==> src/rtl/eth_rx_dispatch.sv <==
// Ethernet receive dispatcher: strips the MAC header, filters on destination
// and steers ARP / IPv4 frames (EtherType + payload) to their own streams.
module eth_rx_dispatch #(
  parameter logic [47:0] P_LOCAL_MAC = 48'h0000AABBCCDD,
  parameter int          P_CNT_W     = 16
) (
  input  logic               I_CLK,
  input  logic               I_RESET,
  input  logic               S_AXIS_TVALID,
  output logic               S_AXIS_TREADY,
  input  logic [7:0]         S_AXIS_TDATA,
  input  logic               S_AXIS_TLAST,
  input  logic               S_AXIS_TUSER,
  output logic               M_ARP_AXIS_TVALID,
  input  logic               M_ARP_AXIS_TREADY,
  output logic [7:0]         M_ARP_AXIS_TDATA,
  output logic               M_ARP_AXIS_TLAST,
  output logic               M_ARP_AXIS_TUSER,
  output logic               M_IP_AXIS_TVALID,
  input  logic               M_IP_AXIS_TREADY,
  output logic [7:0]         M_IP_AXIS_TDATA,
  output logic               M_IP_AXIS_TLAST,
  output logic               M_IP_AXIS_TUSER,
  output logic [47:0]        O_SRC_MAC,
  output logic [P_CNT_W-1:0] O_DROP_MAC_CNT,
  output logic [P_CNT_W-1:0] O_DROP_TYPE_CNT,
  output logic [P_CNT_W-1:0] O_RUNT_CNT
);

  typedef enum logic [2:0] {
    HDR,
    EMIT_T0,
    EMIT_T1,
    PASS,
    DROP
  } state_t;

  localparam logic [47:0] BCAST  = 48'hFFFF_FFFF_FFFF;
  localparam logic [15:0] ET_ARP = 16'h0806;
  localparam logic [15:0] ET_IP  = 16'h0800;

  state_t      state;
  logic [3:0]  idx;
  logic [47:0] dst;
  logic [39:0] src_sr;
  logic [15:0] etype;
  logic        sel_arp;

  logic        s_rdy;
  logic        m_vld;
  logic [7:0]  m_dat;
  logic        m_lst;
  logic        m_usr;
  logic        sel_rdy;
  logic        acc;
  logic        dst_ok;
  logic [15:0] et_now;

  function automatic logic [P_CNT_W-1:0] sat_inc(
    input logic [P_CNT_W-1:0] c
  );
    return (&c) ? c : c + 1'b1;
  endfunction

  assign sel_rdy = sel_arp ? M_ARP_AXIS_TREADY
                           : M_IP_AXIS_TREADY;
  assign acc     = S_AXIS_TVALID & s_rdy;
  assign dst_ok  = (dst == P_LOCAL_MAC) ||
                   (dst == BCAST);
  assign et_now  = {etype[15:8], S_AXIS_TDATA};

  // Handshake and datapath muxing per state; reset blocks both sides
  always_comb begin
    s_rdy = 1'b0;
    m_vld = 1'b0;
    m_dat = 8'h00;
    m_lst = 1'b0;
    m_usr = 1'b0;
    unique case (state)
      HDR: s_rdy = 1'b1;
      EMIT_T0: begin
        m_vld = 1'b1;
        m_dat = etype[15:8];
      end
      EMIT_T1: begin
        m_vld = 1'b1;
        m_dat = etype[7:0];
      end
      PASS: begin
        m_vld = S_AXIS_TVALID;
        m_dat = S_AXIS_TDATA;
        m_lst = S_AXIS_TLAST;
        m_usr = S_AXIS_TUSER;
        s_rdy = sel_rdy;
      end
      DROP: s_rdy = 1'b1;
      default: s_rdy = 1'b0;
    endcase
    if (I_RESET) begin
      s_rdy = 1'b0;
      m_vld = 1'b0;
    end
  end

  assign S_AXIS_TREADY     = s_rdy;
  assign M_ARP_AXIS_TVALID = m_vld & sel_arp;
  assign M_ARP_AXIS_TDATA  = m_dat;
  assign M_ARP_AXIS_TLAST  = m_lst;
  assign M_ARP_AXIS_TUSER  = m_usr;
  assign M_IP_AXIS_TVALID  = m_vld & ~sel_arp;
  assign M_IP_AXIS_TDATA   = m_dat;
  assign M_IP_AXIS_TLAST   = m_lst;
  assign M_IP_AXIS_TUSER   = m_usr;

  // Header capture, dispatch decision and frame sequencing
  always_ff @(posedge I_CLK) begin
    if (I_RESET) begin
      state           <= HDR;
      idx             <= 4'd0;
      dst             <= 48'h0;
      src_sr          <= 40'h0;
      etype           <= 16'h0;
      sel_arp         <= 1'b0;
      O_SRC_MAC       <= 48'h0;
      O_DROP_MAC_CNT  <= '0;
      O_DROP_TYPE_CNT <= '0;
      O_RUNT_CNT      <= '0;
    end else begin
      unique case (state)
        HDR: begin
          if (acc) begin
            unique case (1'b1)
              (idx < 4'd6):
                dst <= {dst[39:0], S_AXIS_TDATA};
              (idx >= 4'd6 && idx < 4'd11):
                src_sr <= {src_sr[31:0], S_AXIS_TDATA};
              (idx == 4'd11):
                O_SRC_MAC <= {src_sr, S_AXIS_TDATA};
              (idx == 4'd12):
                etype[15:8] <= S_AXIS_TDATA;
              default:
                etype[7:0] <= S_AXIS_TDATA;
            endcase
            if (S_AXIS_TLAST) begin
              O_RUNT_CNT <= sat_inc(O_RUNT_CNT);
              idx        <= 4'd0;
            end else if (idx == 4'd13) begin
              idx <= 4'd0;
              if (!dst_ok) begin
                state          <= DROP;
                O_DROP_MAC_CNT <= sat_inc(O_DROP_MAC_CNT);
              end else if (et_now == ET_ARP) begin
                sel_arp <= 1'b1;
                state   <= EMIT_T0;
              end else if (et_now == ET_IP) begin
                sel_arp <= 1'b0;
                state   <= EMIT_T0;
              end else begin
                state           <= DROP;
                O_DROP_TYPE_CNT <= sat_inc(O_DROP_TYPE_CNT);
              end
            end else begin
              idx <= idx + 4'd1;
            end
          end
        end
        EMIT_T0: if (sel_rdy) state <= EMIT_T1;
        EMIT_T1: if (sel_rdy) state <= PASS;
        PASS:    if (acc && S_AXIS_TLAST) state <= HDR;
        DROP:    if (acc && S_AXIS_TLAST) state <= HDR;
        default: state <= HDR;
      endcase
    end
  end

endmodule

==> config.mk <==
export PLATFORM = sky130hd
export DESIGN_NAME = eth_rx_dispatch
export DESIGN_NICKNAME = d
export VERILOG_FILES = /design/src/rtl/eth_rx_dispatch.sv
export SDC_FILE = /design/constraint.sdc
export NUM_CORES = 1
export LEC_CHECK = 0
export CAP_MARGIN = 40
export CORE_MARGIN = 5
export CORE_UTILIZATION = 34
export DETAILED_ROUTE_END_ITERATION = 16
export HOLD_SLACK_MARGIN = 0.08
export PLACE_DENSITY = 0.57
export SYNTH_ARGS = -nofsm -noshare
export SYNTH_HDL_FRONTEND = slang
export SYNTH_SLANG_ARGS = --single-unit
export TNS_END_PERCENT = 10
==> constraint.sdc <==
create_clock -name I_CLK -period 3.47 [get_ports I_CLK]
set_clock_uncertainty 0.2 [all_clocks]
set_input_delay 0.694 -clock I_CLK [delete_from_list [all_inputs] [get_ports I_CLK]]
set_output_delay 0.694 -clock I_CLK [all_outputs]
set_load 0.1 [all_outputs]
==> results.tsv <==
stage	metric	value	unit
clocking	numCtsBuffers	24	
floorplan	initial_core_util	0.343	
routing	vias_per_cell	5.01	
critical_path	crit_path_start_kind	flip-flop	
routing	drc	0	
synthesis	synth.distinct_cells	54	
timing	fmax	305	MHz
critical_path	crit_start	state[0]	
floorplan	fp.dieH	169	µm
power_and_ir_drop	pwr_density_cell	451	nW/µm²
timing	setup-violations-final	0	
cells_and_area	syn2layout_area_growth	27.4	%
critical_path	crit_family	simple AND/OR/NAND/NOR gates	
timing	post-route-period-util	0.946	
clocking	cts.reportedPaths.clkPinSlew	0.05	ns
cells_and_area	mostFrequentLayoutCell	nand2_1	
timing	slew-limit-headroom	0.341	
timing	min_period	3.28	ns
power_and_ir_drop	power	4.94	mW
critical_path	cp_slowest_stage_delay	0.60	ns
min_path	hold_start	src_sr[37]	
placed_design	dpl.hpwl	15000	µm
synthesis	postSynthCellCount	1080	
status	outcome	complete, no violations	
routing	routed_wl	22900	µm
synthesis	yosysWarningCount	0	
clocking	cts-htree-levels	1	
routing	dr.pass1.iters	5	
timing	rsz0062_at_grt	no	
critical_path	worstPathCellList	nor2b_1 > a22oi_1 > nor2_1 > buf_12	
cells_and_area	fin_util	0.437	
critical_path	cp.arrival	2.39	ns
routing	drt-wirelength-per-cell	14.9	µm
critical_path	worstPathRequired	2.58	ns
power_and_ir_drop	ir_drop	319	µV
global_route	overflow	0	
clocking	ctsResizeCount	0	
synthesis	synth.avg_cell_area	7.96	µm²
clocking	cts_root_buffer	clkbuf_16	
critical_path	end_kind	primary output	
floorplan	die_w	169	µm
global_route	grt_pass1_wl	37900	µm
timing	maxSlewViolCount	0	
routing	drt_iter0_drc	701	
job	drv_cap	0	
clocking	clk_latency	0.52	ns
global_route	antenna_found_initial	0	
synthesis	ys_seq_area_frac	0.484	
clocking	cts_hold_buf	0	
cells_and_area	final_cell_mix	nand2_1 (304), dfxtp_1 (208), a21oi_1 (169), buf_4 (116), nor2_1 (71)	
timing	hold_ws	0.251	ns
floorplan	rows	58	
synthesis	synth_flop_cell	dfxtp_1	
floorplan	coreArea	25000	µm²
power_and_ir_drop	leakage	3.92	nW
global_route	grt_max_degree	214	
critical_path	cp_slowest_cell	nor2b_1	
clocking	post-cts-setup-buffer-count	0	
critical_path	crit_type	reg2out	
critical_path	critPathMaxFanout	14	
synthesis	synth_area	8600	µm²
synthesis	synth_fp_nets	1098	
synthesis	synth_seq_cells	208	
floorplan	die_area	28600	µm²
placed_design	portBuffers	133	
clocking	clock_path_buffers	3	
clocking	cts_sinks	208	
floorplan	ios	134	
synthesis	synth_edf_count	0	
timing	hold_viol	0	
clocking	cts_tree	done	
placed_design	gp_congestion	0.785	
cells_and_area	drive_gt1_frac	0.172	
routing	ant_nets	0	
placed_design	dp.cells	1485	
cells_and_area	fin_nets	1199	
global_route	grt_pass1_vias	7254	
timing	tightest_slew	0.988	ns
timing	tns	0	ns
routing	dr_total_vias	7655	
synthesis	ys_async_sr_fraction	0	
cells_and_area	fin_cells	1529	
min_path	hold_class	reg2reg	
global_route	grt.total_usage	0.156	
critical_path	reg2reg_from	state[0]	
cells_and_area	diodes	0	
critical_path	cp_num_buf_inv	1	
==> cells in the mapped netlist (2+ instances only) <==
| cell | instances | share of area |
|---|---|---|
| nor2_1 | 72 | 0.031 |
| nand3b_1 | 2 | 0.0017 |
| or2_2 | 4 | 0.0029 |
| mux2_2 | 10 | 0.013 |
| xor2_1 | 7 | 0.0071 |
| o211ai_1 | 2 | 0.0017 |
| and4_1 | 3 | 0.0031 |
| nor3_1 | 7 | 0.0041 |
| ha_1 | 3 | 0.0044 |
| o41ai_1 | 2 | 0.0020 |
| nor2b_1 | 4 | 0.0029 |
| or4_1 | 12 | 0.010 |
| a22oi_1 | 8 | 0.0070 |
| a31oi_1 | 2 | 0.0015 |
| mux2i_1 | 22 | 0.026 |
| clkbuf_1 | 58 | 0.025 |
| buf_2 | 12 | 0.0070 |
| a2111oi_1 | 3 | 0.0035 |
| buf_4 | 10 | 0.0087 |
| nand4_1 | 28 | 0.020 |
| nand2b_1 | 2 | 0.0015 |
| or3b_2 | 2 | 0.0020 |
| o31ai_1 | 8 | 0.0070 |
| and2_1 | 6 | 0.0044 |
| a21oi_1 | 169 | 0.098 |
| nand3_1 | 13 | 0.0076 |
| and3_1 | 5 | 0.0036 |
| xnor2_1 | 14 | 0.014 |
| or3_1 | 14 | 0.010 |
| nand4b_1 | 3 | 0.0031 |
| nor4b_1 | 2 | 0.0020 |
| o21ai_0 | 18 | 0.010 |
| inv_1 | 12 | 0.0052 |
| nand2_1 | 304 | 0.13 |
| nor4_1 | 11 | 0.0080 |
| dfxtp_1 | 208 | 0.48 |
==> metal layers <==
layer  wire length [µm]  GRT usage
met1              10600      0.211
met2              10900      0.259
met3                939     0.0271
met4                421     0.0389
met5                  0          0
==> where the power goes <==
part           internal (mW)  switching (mW)
sequential              2.40         0.00999
clock                   1.41           0.981
combinational         0.0436           0.105
total                   3.85            1.10
==> path summary, 6_finish.rpt <==
kind | to | depth (start not counted) | slack (ns)
worst max-delay path | M_IP_AXIS_TDATA[7] | 4 | 0.19
worst min-delay path | O_SRC_MAC[45] | 2 | 0.25
worst min register to register | O_SRC_MAC[45] | 2 | 0.25
worst max register to register | O_DROP_MAC_CNT[8] | 6 | 0.44
==> cell families (layout without fill, tap and decap cells) <==
kind of cell,count (synthesis),after routing,share of synthesized area
AOI/OAI and AO/OA,222,222,0.142
xor gates and xnor gates,21,21,0.0214
adders and majority gates,3,3,0.00437
buffers and inverters,92,211,0.0463
DFF,208,208,0.484
muxes,32,32,0.0387
and+or+nand+nor,502,502,0.263
==> flip-flops by register name (all words and copies together) (netlist names) <==
| signal | flops |
|---|---|
| O_SRC_MAC | 48 |
| O_DROP_MAC_CNT | 16 |
| dst | 48 |
| O_DROP_TYPE_CNT | 16 |
| idx | 4 |
| sel_arp | 1 |
| src_sr | 40 |
| O_RUNT_CNT | 16 |
| state | 3 |
| etype | 16 |
==> tightest hold or removal path: cells and delay by family, from the launching register on <==
family / cells / cell delay (ns)
AOI/OAI and AO/OA: 1 / 0.05
DFF: 1 / 0.31
and+or+nand+nor: 1 / 0.05
==> stage by stage <==
stage	setup slack, ns	instance area, µm²
CTS	0.176	11000
detailed placement	0.0459	10200
global route	0.00896	11000
floorplan	-0.351	8610
finish	0.188	11000
global placement	0.0982	10200
==> final cells by class <==
class,count,area [µm²]
Fill cell,2542,14100
Sequential cell,208,4160
Multi-Input combinational cell,780,4060
Timing Repair Buffer,155,1510
Clock buffer,38,713
Tap cell,330,413
Inverter,12,45.0
Clock inverter,6,41.3
No activity file was read; power rests on OpenSTA's default activity.
